<file path="src/rtl/pe_ctrl_pkg.sv">
// Shared types and default sizes for the PE-array sequencer.
package pe_ctrl_pkg;

   typedef enum logic [2:0] {
      IDLE,
      LOAD_W,
      STREAM,
      DRAIN,
      DONE
   } state_t;

   localparam int ARRAY_N_DEF = 8;
   localparam int LEN_W_DEF   = 8;

endpackage

</file>
<file path="src/rtl/pe_array_ctrl_if.sv">
// Job request, ifmap/psum flow control and array strobes of the sequencer.
interface pe_array_ctrl_if
   import pe_ctrl_pkg::*;
#(
   parameter int ARRAY_N = ARRAY_N_DEF,
   parameter int LEN_W   = LEN_W_DEF
) ();

   logic                       start;
   logic [LEN_W-1:0]           cfg_len;
   logic                       if_valid;
   logic                       out_ready;
   logic                       enable_w;
   logic [$clog2(ARRAY_N)-1:0] w_addr;
   logic                       w_rd;
   logic                       Run;
   logic                       if_rd;
   logic                       if_zero;
   logic                       out_valid;
   logic                       busy;
   logic                       done;

   // System side: issues jobs, owns the buffers and the psum sink.
   modport master (
      output start, cfg_len, if_valid, out_ready,
      input  enable_w, w_addr, w_rd, Run, if_rd, if_zero, out_valid, busy, done
   );

   // Sequencer side.
   modport slave (
      input  start, cfg_len, if_valid, out_ready,
      output enable_w, w_addr, w_rd, Run, if_rd, if_zero, out_valid, busy, done
   );

endinterface

</file>
<file path="src/rtl/pe_step_counter.sv">
// Enable/clear step counter that wraps to zero after reaching 'last' and
// flags the terminal count combinationally.
module pe_step_counter #(
   parameter int W = 3
) (
   input  logic         iClk,
   input  logic         iRest_n,
   input  logic         clr,
   input  logic         en,
   input  logic [W-1:0] last,
   output logic [W-1:0] cnt,
   output logic         tc
);

   assign tc = (cnt == last);

   // Clear wins over enable; wrapping at 'last' leaves the counter at zero
   // once its phase is over.
   always_ff @(posedge iClk) begin
      if (!iRest_n) begin
         cnt <= '0;
      end else if (clr) begin
         cnt <= '0;
      end else if (en) begin
         cnt <= tc ? '0 : cnt + W'(1);
      end
   end

endmodule

</file>
<file path="src/rtl/pe_array_ctrl.sv">
// Sequencer for the systolic PE chain: weight load, ifmap streaming with
// valid/ready flow control, zero-bubble drain and psum-valid flagging.
module pe_array_ctrl
   import pe_ctrl_pkg::*;
#(
   parameter int Data_width = 8,
   parameter int ARRAY_N    = ARRAY_N_DEF,
   parameter int LEN_W      = LEN_W_DEF
) (
   input logic            iClk,
   input logic            iRest_n,
   pe_array_ctrl_if.slave bus
);

   localparam int              CW      = $clog2(ARRAY_N);
   localparam logic [CW-1:0]   LAST_PE = CW'(ARRAY_N - 1);
   localparam logic [LEN_W:0]  OV_THR  = (LEN_W + 1)'(ARRAY_N);

   // A chain shorter than two PEs has no drain phase to speak of.
   if (ARRAY_N < 2 || Data_width < 1) begin : g_param_check
      $error("pe_array_ctrl: ARRAY_N must be >= 2 and Data_width >= 1");
   end

   state_t           state;
   logic [LEN_W-1:0] len_q;
   logic [LEN_W:0]   run_cnt;
   logic             busy_q;
   logic             load_q;
   logic             stream_q;
   logic             drain_q;
   logic             done_q;
   logic             accept;
   logic             run;
   logic [CW-1:0]    w_addr;
   logic [LEN_W-1:0] beat_cnt;
   logic [CW-1:0]    drain_cnt;
   logic             w_tc;
   logic             beat_tc;
   logic             drain_tc;
   logic             unused_cnt;

   assign accept = (state == IDLE) && bus.start;
   assign run    = (stream_q && bus.if_valid && bus.out_ready) ||
                   (drain_q && bus.out_ready);

   // Weight-buffer address, one PE per LOAD_W cycle.
   pe_step_counter #(.W(CW)) u_w_addr (
      .iClk    (iClk),
      .iRest_n (iRest_n),
      .clr     (accept),
      .en      (load_q),
      .last    (LAST_PE),
      .cnt     (w_addr),
      .tc      (w_tc)
   );

   // Ifmap beats consumed in STREAM.
   pe_step_counter #(.W(LEN_W)) u_beat_cnt (
      .iClk    (iClk),
      .iRest_n (iRest_n),
      .clr     (accept),
      .en      (run && stream_q),
      .last    (len_q - LEN_W'(1)),
      .cnt     (beat_cnt),
      .tc      (beat_tc)
   );

   // Zero bubbles pushed in DRAIN to flush the chain.
   pe_step_counter #(.W(CW)) u_drain_cnt (
      .iClk    (iClk),
      .iRest_n (iRest_n),
      .clr     (accept),
      .en      (run && drain_q),
      .last    (LAST_PE),
      .cnt     (drain_cnt),
      .tc      (drain_tc)
   );

   // Beat and drain counts matter only through their terminal-count flags.
   assign unused_cnt = ^{beat_cnt, drain_cnt};

   // Job FSM with the phase flags registered alongside the state.
   always_ff @(posedge iClk) begin
      if (!iRest_n) begin
         state    <= IDLE;
         len_q    <= '0;
         busy_q   <= 1'b0;
         load_q   <= 1'b0;
         stream_q <= 1'b0;
         drain_q  <= 1'b0;
         done_q   <= 1'b0;
      end else begin
         case (state)
            IDLE: begin
               if (bus.start) begin
                  len_q  <= bus.cfg_len;
                  busy_q <= 1'b1;
                  load_q <= 1'b1;
                  state  <= LOAD_W;
               end
            end
            LOAD_W: begin
               if (w_tc) begin
                  load_q <= 1'b0;
                  if (len_q != '0) begin
                     stream_q <= 1'b1;
                     state    <= STREAM;
                  end else begin
                     done_q <= 1'b1;
                     state  <= DONE;
                  end
               end
            end
            STREAM: begin
               if (run && beat_tc) begin
                  stream_q <= 1'b0;
                  drain_q  <= 1'b1;
                  state    <= DRAIN;
               end
            end
            DRAIN: begin
               if (run && drain_tc) begin
                  drain_q <= 1'b0;
                  done_q  <= 1'b1;
                  state   <= DONE;
               end
            end
            DONE: begin
               done_q <= 1'b0;
               busy_q <= 1'b0;
               state  <= IDLE;
            end
            default: begin
               busy_q   <= 1'b0;
               load_q   <= 1'b0;
               stream_q <= 1'b0;
               drain_q  <= 1'b0;
               done_q   <= 1'b0;
               state    <= IDLE;
            end
         endcase
      end
   end

   // Run cycles of the whole job; one bit wider than cfg_len so the
   // longest job plus the drain never wraps.
   always_ff @(posedge iClk) begin
      if (!iRest_n) begin
         run_cnt <= '0;
      end else if (accept) begin
         run_cnt <= '0;
      end else if (run) begin
         run_cnt <= run_cnt + (LEN_W + 1)'(1);
      end
   end

   assign bus.enable_w  = load_q;
   assign bus.w_rd      = load_q;
   assign bus.w_addr    = w_addr;
   assign bus.Run       = run;
   assign bus.if_zero   = drain_q;
   assign bus.if_rd     = run && !drain_q;
   assign bus.out_valid = run && (run_cnt >= OV_THR);
   assign bus.busy      = busy_q;
   assign bus.done      = done_q;

endmodule

</file>
<file path="src/flat_wrapper.sv">
// flat-port wrapper written by rule: the top's interface ports become plain ports
module pe_array_ctrl_flat import pe_ctrl_pkg::*;
#(
   parameter int Data_width = 8,
   parameter int ARRAY_N    = ARRAY_N_DEF,
   parameter int LEN_W      = LEN_W_DEF
)
  (iClk, iRest_n, bus_start, bus_cfg_len, bus_if_valid, bus_out_ready, bus_enable_w, bus_w_addr, bus_w_rd, bus_Run, bus_if_rd, bus_if_zero, bus_out_valid, bus_busy, bus_done);
  pe_array_ctrl_if #(.ARRAY_N(ARRAY_N), .LEN_W(LEN_W)) bus_i ();
  input logic iClk;
  input logic iRest_n;
  input wire logic [$bits(bus_i.start)-1:0] bus_start;
  input wire logic [$bits(bus_i.cfg_len)-1:0] bus_cfg_len;
  input wire logic [$bits(bus_i.if_valid)-1:0] bus_if_valid;
  input wire logic [$bits(bus_i.out_ready)-1:0] bus_out_ready;
  output wire logic [$bits(bus_i.enable_w)-1:0] bus_enable_w;
  output wire logic [$bits(bus_i.w_addr)-1:0] bus_w_addr;
  output wire logic [$bits(bus_i.w_rd)-1:0] bus_w_rd;
  output wire logic [$bits(bus_i.Run)-1:0] bus_Run;
  output wire logic [$bits(bus_i.if_rd)-1:0] bus_if_rd;
  output wire logic [$bits(bus_i.if_zero)-1:0] bus_if_zero;
  output wire logic [$bits(bus_i.out_valid)-1:0] bus_out_valid;
  output wire logic [$bits(bus_i.busy)-1:0] bus_busy;
  output wire logic [$bits(bus_i.done)-1:0] bus_done;
  assign bus_i.start = bus_start;
  assign bus_i.cfg_len = bus_cfg_len;
  assign bus_i.if_valid = bus_if_valid;
  assign bus_i.out_ready = bus_out_ready;
  assign bus_enable_w = bus_i.enable_w;
  assign bus_w_addr = bus_i.w_addr;
  assign bus_w_rd = bus_i.w_rd;
  assign bus_Run = bus_i.Run;
  assign bus_if_rd = bus_i.if_rd;
  assign bus_if_zero = bus_i.if_zero;
  assign bus_out_valid = bus_i.out_valid;
  assign bus_busy = bus_i.busy;
  assign bus_done = bus_i.done;
  pe_array_ctrl #(.Data_width(Data_width), .ARRAY_N(ARRAY_N), .LEN_W(LEN_W)) u_core (.iClk(iClk), .iRest_n(iRest_n), .bus(bus_i));
endmodule
</file>
<file path="config.mk">
export PLATFORM = sky130hd
export DESIGN_NAME = pe_array_ctrl_flat
export DESIGN_NICKNAME = d
export VERILOG_FILES = /design/src/rtl/pe_ctrl_pkg.sv /design/src/rtl/pe_array_ctrl_if.sv /design/src/rtl/pe_step_counter.sv /design/src/rtl/pe_array_ctrl.sv /design/src/flat_wrapper.sv
export SDC_FILE = /design/constraint.sdc
export NUM_CORES = 1
export LEC_CHECK = 0
export ABC_AREA = 1
export BUFFER_PORTS_ARGS = -buffer_cell sky130_fd_sc_hd__buf_4
export CAP_MARGIN = 0
export CORE_ASPECT_RATIO = 1.2
export CORE_MARGIN = 1
export CORE_UTILIZATION = 60
export CTS_BUF_LIST = sky130_fd_sc_hd__clkbuf_8
export CTS_CLUSTER_SIZE = 10
export DETAILED_ROUTE_END_ITERATION = 10
export GPL_TIMING_DRIVEN = 1
export PLACE_DENSITY = 0.79
export SKIP_CTS_REPAIR_TIMING = 1
export SYNTH_ARGS = -nofsm -noshare
export SYNTH_HDL_FRONTEND = slang
export SYNTH_SLANG_ARGS = --single-unit
</file>
<file path="constraint.sdc">
create_clock -name iClk -period 2.2 [get_ports iClk]
set_input_delay 0.55 -clock iClk [delete_from_list [all_inputs] [get_ports iClk]]
set_output_delay 0.55 -clock iClk [all_outputs]
set_load 0.005 [all_outputs]
</file>
Word-level counts from Yosys, hierarchy flattened
Cells that the tools add are included.
- flip-flop bits (word level): 39
- output and inout bits: 11
- input port bits: 13
- word-level logic and storage cells: 87
- add/subtract/negate cells: 5
- muxes and demuxes: 24
- bitwise operators: 6
- reductions and logical operators: 27
- equality and inequality tests: 13
- magnitude comparators: 1
- operators with widths (kind ; count):
    2-to-1 mux 3 bit ; 7
    one-hot mux 1 bit (3 select lines) ; 4
    one-hot mux 3 bit (4 select lines) ; 1
    AND reduction 4 bit ; 3
    OR reduction 3 bit ; 4
    logical AND 1 bit ; 10
    2-to-1 mux 1 bit ; 10
    adder 9 x 1 -> 9 bit (second input constant) ; 1
    equality test 3 bit (second input constant) ; 3
    >= comparator 9 x 4 -> 1 bit (second input constant) ; 1
    adder 8 x 1 -> 8 bit (second input constant) ; 1
    equality test 8 bit ; 1
    2-to-1 mux 8 bit ; 1
    nonzero test 8 bit ; 1
    subtractor 8 x 1 -> 8 bit (second input constant) ; 1
    adder 3 x 1 -> 3 bit (second input constant) ; 2
    equality test 3 x 2 -> 1 bit (second input constant) ; 2
    inequality test 2 x 1 -> 1 bit (second input constant) ; 3
    inequality test 2 bit (second input constant) ; 3
    inverter 1 bit ; 6
    AND reduction 3 bit ; 2
    AND reduction 2 bit ; 2
    OR reduction 2 bit ; 2
    equality test 3 x 1 -> 1 bit (second input constant) ; 1
    other kinds (4) ; 4

Logic depth before layout (Yosys ltp)
Gate-level depths: netlist of run 1.
- depth after elaboration: 6
- depth in mapped cells: 16
- gate-level depth less buffers: 16

Cells and area by module
From an unflattened synthesis of run 1, not the netlist that was laid out.
- cells, all modules: 361
- area total of the unflattened synthesis: 2381.0 µm²
- modules (own cells, without submodules) (module ; area an instance (µm²) ; instances ; seq. area each (µm²) ; cells each):
    pe_array_ctrl ; 1467.7 ; 1 ; 500.5 ; 217
    pe_step_counter (u_core.u_beat_cnt) ; 520.5 ; 1 ; 160.2 ; 84
    pe_step_counter (u_core.u_drain_cnt ...) ; 196.4 ; 2 ; 60.1 ; 30

Worst setup path before layout of run 1
No wires, ideal clock.
- path kind: flip-flop to flip-flop
- start point: register u_core.len_q[0]
- end point: register u_core.u_beat_cnt.cnt[5]
- setup time: 0.110 ns
- required time: 2.090 ns
- stages on the path, launching flop included: 15
- buffers on the path: 0
- setup slack: 0.484 ns
- arrival time: 1.605 ns
- path through: dfxtp_1 > inv_2 > ha_1 > nand2_1 > inv_1 > nor2_1 > nand3_1 > nor2_1 > nand3_2 > nor2_4 > nand4_1 > nand2_1 > inv_2 > nand3b_1 > inv_1
- cells in the longest elaborated chain, start to end: 3
- RTL lines (what ; RTL line ; source):
    from (decl) ; pe_array_ctrl.sv:25 ; logic [LEN_W-1:0] len_q;
    from (signal assigned) ; pe_array_ctrl.sv:96 ; len_q <= bus.cfg_len;
    subtractor 8 x 1 -> 8 bit ; pe_array_ctrl.sv:63 ; .last (len_q - LEN_W'(1)),
    equality test 8 bit ; pe_step_counter.sv:15 ; assign tc = (cnt == last);
    2-to-1 mux 8 bit ; pe_step_counter.sv:25 ; cnt <= tc ? '0 : cnt + W'(1);
    to (signal assigned) ; pe_step_counter.sv:25 ;
    to (decl) ; pe_step_counter.sv:11 ; output logic [W-1:0] cnt,
No other way between the ends.
A chain may end at the register's enable or synchronous reset.

Worst setup path in the final report of run 1
Ends and elaborated chain as after synthesis.

==> results.ini, run 1 <==
[job]
cap_violations=0

[setup_path]
worst-setup-path-type=reg2reg
cp_max_fo=7
cp.arrival_ps=2110
worst_setup_path_end_kind=register
cp-start-kind=register
worstPathRequired_ps=2380

[die]
die-area_sq_mm=0.00393
die_w_um=57.4
coreArea_sq_mm=0.00342
num_rows=23
die_h_um=68.5
ios=24
start_util_pct=64.5

[yosys]
ys_top_cells_by_count=nand2_1 (67), inv_1 (44), dfxtp_1 (39)
ys_async_sr_fraction_pct=0
ys_ff_latch=39
synth_area_sq_mm=0.00221
ys_types=28
syn_area_per_cell_sq_um=6.88
synthesis.instances=321
yosysSeqAreaShare_pct=35.4
syn-num-nets=343
yosysMostFrequentCell=nand2_1
synthTopCellsByArea=dfxtp_1 (35%), nand2_1 (11%), inv_1 (7.5%)
ys_warn_count=0
synth_top_area_share_pct=35.4
synth_flop_cell=dfxtp_1
yosys.area.top_type=dfxtp_1
synth_edf_count=0

[final_layout]
drive_gt1_share_pct=16.1
diodes=0
final_net_count=370
synthToLayoutAreaGrowth_pct=12.6

[sta]
rsz0062_at_grt=false
setup_viol=0
slew_viol_final=0
tightest_slew_ps=363
hold_viol_final=0
period_share_pct=87.3
finalSetupTns_ps=0
period_needed_ps=1920
max_freq_ghz=0.520
skew_ps=7.17
max_slew_margin_pct=75.7

[cts]
numCtsBuffers=5
clockBufferDepth=2
numClockSinks=39
h-tree-depth=2
path_clk_slew_ps=70
cts_tree=done
clk_latency_ps=290
cts_root_buffer=clkbuf_8

[pwr]
switching_share_pct=41.6
power_mw=2.45
switchingPower_mw=1.02
p_leak_nw=1.15
power_density_mw_per_mm2=984
clockPowerShare_pct=18.3
combPwrFrac_pct=44.8
intPower_mw=1.43
pwr-share-seq_pct=36.9
peakVddDrop_v=0.000552

[drt]
postRouteAntennaNets=0
wire_per_inst_um=11.3
drtIter0Drc=78
drc=4
first_pass_iters=7
vias=2000
vias_per_cell=5.21
routed_wl_mm=4.35

[placed_design]
finalWeightedCongestion=0.931
dp_hpwl_mm=3.38
numPortBuffers=23

[grt]
grt_max_degree=15
grt_pass1_wl_mm=7.33
track_usage_pct=24.3
antenna_found_initial=0
gr-total-overflow=0
grt_pass1_vias=1792

[status]
status=finished with violations
violations=DRC

[hold_path]
hold_class=reg2reg

[stage by stage]
step                      hold slack (ps)  cell area, sq um  cells  utilization [%]  setup WS (ps)
after global routing                  499              2490    384             72.6           90.1
after CTS                             467              2490    384             72.6            259
final                                 462              2490    384             72.6            278
after floorplan                       445              2210    321                -            484
after global placement                453              2410    378             70.4            262
after detailed placement              454              2410    378             70.4            296
[critical path, cell delays in order (launching register included)]
cell and delay, ps:
dfxtp_1 350, inv_2 80, ha_1 310, nand2_1 70, inv_1 30, nor2_1 80, nand3_1 90, nor2_1 120
nand3_2 100, nor2_4 120, nand4_1 100, nand2_1 180, inv_2 50, nand3b_1 70, inv_1 40
[sequential cells by signal, summed over array words and instances, names as in the netlist]
register	flops
u_core.u_beat_cnt.cnt	8
u_core.u_drain_cnt.cnt	3
u_core.bus.busy	1
u_core.stream_q	1
u_core.bus.done	1
u_core.bus.if_zero	1
u_core.u_w_addr.cnt	3
u_core.run_cnt	9
u_core.bus.enable_w	1
u_core.len_q	8
u_core.state	3
[worst paths after layout]
kind	from	endpoint	slack (ps)	cells after the start
setup / recovery	u_core.len_q[0]$_SDFFE_PN0P_	u_core.u_beat_cnt.cnt[5]$_SDFFE_PP0P_	280	14
hold / removal	u_core.bus.done$_SDFFE_PN0P_	u_core.bus.done$_SDFFE_PN0P_	460	2
setup reg to reg	u_core.len_q[0]$_SDFFE_PN0P_	u_core.u_beat_cnt.cnt[5]$_SDFFE_PP0P_	280	14
hold reg to reg	u_core.bus.done$_SDFFE_PN0P_	u_core.bus.done$_SDFFE_PN0P_	460	2
[final cells by class]
class                      instances  area (sq um)
multi-input combinational        227          1210
fill                             335           937
sequential                        39           781
timing repair buffer              25           188
inverter                          50           188
clock buffer                       5          68.8
tap                               37          46.3
clock inverter                     1          7.51
[power by group through the flow]
| stage | Combinational [mW] | Clock [mW] | Sequential [mW] |
|---|---|---|---|
| after floorplan | 0.849 | 0 | 0.899 |
| after global placement | 1.08 | 0 | 0.916 |
| after detailed placement | 1.09 | 0 | 0.920 |
| after CTS | 1.10 | 0.458 | 0.904 |
| after global routing | 1.25 | 0.481 | 0.918 |
| final | 1.10 | 0.447 | 0.903 |
[per-layer routing]
layer	global-route usage, %	share of wire (%)
met1	29.9	48
met5	0	0
met3	5.48	3.8
met2	40.0	46
met4	12.2	2.3
[logic make-up after synthesis]
group                      after synthesis  share of synthesized area (%)
and+or+nand+nor                        165                           35.8
buffers and inverters                   55                           9.91
AOI/OAI and AO/OA                       45                           10.7
DFF                                     39                           35.4
adders and majority gates                9                           5.10
xor gates and xnor gates                 8                           3.17
[placed cells by master (no fill, tap or decap), drive strengths merged]
cell type	instances
nand2	73
xor2	7
nor2	45
a211oi	2
clkinvlp	1
nor3	8
ha	9
dfxtp	39
a21oi	27
clkbuf	5
inv	50
xnor2	1
a22oi	1
o31ai	1
o21ai	14
nand3b	1
nor3b	3
nand3	27
nand4	7
and3	1
buf	25
(Power assumes the default switching activity.)
==> run 2: changes to the inputs <==
Settings changed: ABC_AREA 1 to unset.
==> run 2 against run 1 <==
  * The flow still finishes with violations (DRC)
  * Routed wire length is 0.78% lower
  * Maximum frequency down 7.4%
  * Sequential share of layout area rose by 0.31 points
  * First-iteration DRC count up 28%
  * Sequential power shrank 18%
  * Synthesized cell count is 22% lower
  * Global-route usage about the same
  * Total power decreased by 41%
  * Final area decreased by 0.80%
==> results.ini, run 2 <==
[setup_path]
cp.arrival_ps=2250  ; +140 ps
crit_path_max_incr_delay_ps=410  ; +60 ps
cp-start-kind=register
crit_chain=inv_1 -> ha_2 -> or3b_4 -> nor4_4 -> o2111ai_4 -> o311ai_1 -> a21boi_1
crit_path_top_delay_cell=or3b_4
worst-setup-path-type=reg2reg
worst_setup_path_end_kind=register
worstPathRequired_ps=2380  ; about the same
critPathLaunch=u_core.len_q[0]$_SDFFE_PN0P_
cp_max_fo=6  ; -1
reg2reg_from=u_core.len_q[0]$_SDFFE_PN0P_

[sta]
period_needed_ps=2080  ; +154 ps
hold_viol_final=0  ; unchanged
max_freq_ghz=0.482  ; -7.4%
skew_ps=8.24  ; +1.07 ps
slew_viol_final=0  ; unchanged
finalSetupTns_ps=0  ; unchanged
setup_viol=0  ; unchanged
rsz0062_at_grt=false
tightest_slew_ps=429  ; +65.5 ps
period_share_pct=94.3  ; +7.0 points
max_slew_margin_pct=71.0  ; -4.7 points

[drt]
drtIter0Drc=100  ; +28%
drc=2  ; -2
vias=1824  ; -8.8%
first_pass_iters=7  ; unchanged
routed_wl_mm=4.32  ; -0.78%
postRouteAntennaNets=0  ; unchanged
wire_per_inst_um=13.9  ; +23%
vias_per_cell=5.86  ; +13%

[cts]
clk_latency_ps=290  ; about the same
cts_root_buffer=clkbuf_8
numCtsBuffers=5  ; unchanged
numClockSinks=39  ; unchanged
h-tree-depth=2  ; unchanged
cts_tree=done
clockBufferDepth=2  ; unchanged
path_clk_slew_ps=70  ; about the same

[grt]
antenna_found_initial=0  ; unchanged
track_usage_pct=24.3  ; -0.029 points
busiest_layer=met2
met2_usage_pct=42.7  ; +2.7 points
grt_max_degree=24  ; +9
gr-usage-met1_pct=27.5  ; -2.3 points
grt_pass1_wl_mm=7.21  ; -1.7%
gr-total-overflow=0  ; unchanged
grt_pass1_vias=1668  ; -6.9%
use_met3_pct=4.98  ; -0.50 points

[die]
start_util_pct=63.7  ; -0.82 points
die-area_sq_mm=0.00385  ; -2.0%
ios=24  ; unchanged
die_w_um=56.8  ; -1.0%
coreArea_sq_mm=0.00340  ; -0.84%
num_rows=23  ; unchanged
die_h_um=67.8  ; -1.0%

[pwr]
combPwrFrac_pct=11.7  ; -33 points
p_leak_nw=0.973  ; -16%
switching_share_pct=25.0  ; -17 points
intPower_mw=1.08  ; -25%
power_density_mw_per_mm2=582  ; -41%
switchingPower_mw=0.359  ; -65%
pwr-share-seq_pct=51.8  ; +15 points
peakVddDrop_v=0.000366  ; -34%
clockPowerShare_pct=36.5  ; +18 points

[yosys]
ys_warn_count=0  ; unchanged
ys_types=50  ; +79%
synth_top_area_share_pct=36.1  ; +0.76 points
synthTopCellsByArea=dfxtp_1 (36%), nand2_1 (6.4%), xor2_1 (5.3%)
synthesis.instances=251  ; -22%
syn_area_per_cell_sq_um=8.61  ; +25%
ys_ff_latch=39  ; unchanged
ys_async_sr_fraction_pct=0  ; unchanged
synth_flop_cell=dfxtp_1
synth_area_sq_mm=0.00216  ; -2.1%
yosysMostFrequentCell=dfxtp_1
syn-num-nets=273  ; -20%
ys_top_cells_by_count=dfxtp_1 (39), nand2_1 (37), nor2_1 (24)
synth_edf_count=0  ; unchanged
yosysSeqAreaShare_pct=36.1  ; +0.76 points
yosys.area.top_type=dfxtp_1

[placed_design]
numPortBuffers=23  ; unchanged
place_inst=303  ; -20%
finalWeightedCongestion=0.763  ; -18%
dp_hpwl_mm=3.06  ; -9.5%

[final_layout]
synthToLayoutAreaGrowth_pct=14.1
final_net_count=295  ; -20%
nFillCells=267  ; -20%
diodes=0  ; unchanged
drive_gt1_share_pct=17.5  ; +1.4 points
multiInputGateArea_sq_mm=0.00131  ; +8.7%
final_common_cell=dfxtp_1
regMostFlops=u_core.run_cnt
layout_common_cells=dfxtp_1 (38), nand2_1 (37), buf_4 (26)
largest_register_ffs=9  ; unchanged
seqCellArea_sq_um=782  ; +0.16%
reg_top3=u_core.run_cnt x9, u_core.len_q x8, u_core.u_beat_cnt.cnt x8
fin_cells=311  ; -19%

[hold_path]
hold_class=reg2reg
min-delay-start=u_core.u_drain_cnt.cnt[2]$_SDFFE_PP0P_

[status]
violations=DRC
status=finished with violations

[job]
cap_violations=0  ; unchanged

run 2: cell count changes in the layout (fill, tap and decap cells not counted), sizes merged, moves of 3 or more:
cell / change
o21ai: -9
inv: -41
a211oi: +4
a21oi: -10
nand2b: +4
xnor2: +5
nor2: -21
nor2b: +5
xor2: +6
nand2: -36
nand3: -25
nand4: +4
a21boi: +11
nor4: +3
run 2: logic make-up (layout without fill, tap and decap cells):
group / after synthesis / after routing / share of synthesized area [%]
AOI/OAI and AO/OA: 55 / 55 / 20.1
xor gates and xnor gates: 19 / 19 / 7.70
adders and majority gates: 9 / 9 / 5.21
buffers and inverters: 19 / 42 / 3.65
DFF: 39 / 39 / 36.1
muxes: 2 / 2 / 0.926
and+or+nand+nor: 108 / 108 / 26.3
run 2: final timing paths:
check	slack, ps	endpoint	depth (start not counted)
max	120	u_core.stream_q$_SDFFE_PN0P_	7
min	460	u_core.u_drain_cnt.cnt[2]$_SDFFE_PP0P_	2
max reg2reg	120	u_core.stream_q$_SDFFE_PN0P_	7
min reg2reg	460	u_core.u_drain_cnt.cnt[2]$_SDFFE_PP0P_	2
run 2: layer usage:
metal  vias to the layer above  share of wire [%]  routed length, um
met1                       858                 44               1880
met2                        33                 51               2200
met3                         8                3.2                140
met4                         0                2.1                 92
met5                         -                  0                  0
li1                        925                  -                  -
run 2: cell type report:
| type | count | area share [%] |
|---|---|---|
| multi-input combinational | 193 | 53.2 |
| sequential | 39 | 31.7 |
| clock buffer | 7 | 3.90 |
| timing repair buffer | 26 | 7.91 |
| tap | 37 | 1.88 |
| clock inverter | 1 | 0.152 |
| inverter | 8 | 1.22 |
run 2: metrics by stage:
step	cell area (sq um)	utilization, %	hold slack [ps]	total power, mW	setup WS, ps
after global placement	2350	69.3	449	0.921	159
after floorplan	2160	-	440	0.874	236
final	2470	72.7	462	1.44	124
after CTS	2450	72.3	466	1.45	64.1
after detailed placement	2350	69.3	456	0.925	69.9
after global routing	2470	72.7	484	1.50	22.1
run 2: power by group through the flow:
| stage | sequential [mW] | clock, mW | combinational, mW |
|---|---|---|---|
| 3_3_place_gp | 0.760 | 0 | 0.161 |
| 5_1_grt | 0.747 | 0.572 | 0.185 |
| 4_1_cts | 0.744 | 0.538 | 0.166 |
| 2_1_floorplan | 0.751 | 0 | 0.123 |
| 6_report | 0.744 | 0.524 | 0.168 |
| 3_5_place_dp | 0.761 | 0 | 0.165 |
run 2: worst max-delay path, delay by kind of cell (launching register included):
family / cells / cell delay [ps]
compound gates: 3 / 700
fa+ha+maj: 1 / 210
buf+inv: 1 / 90
flops: 1 / 350
simple gates: 2 / 620
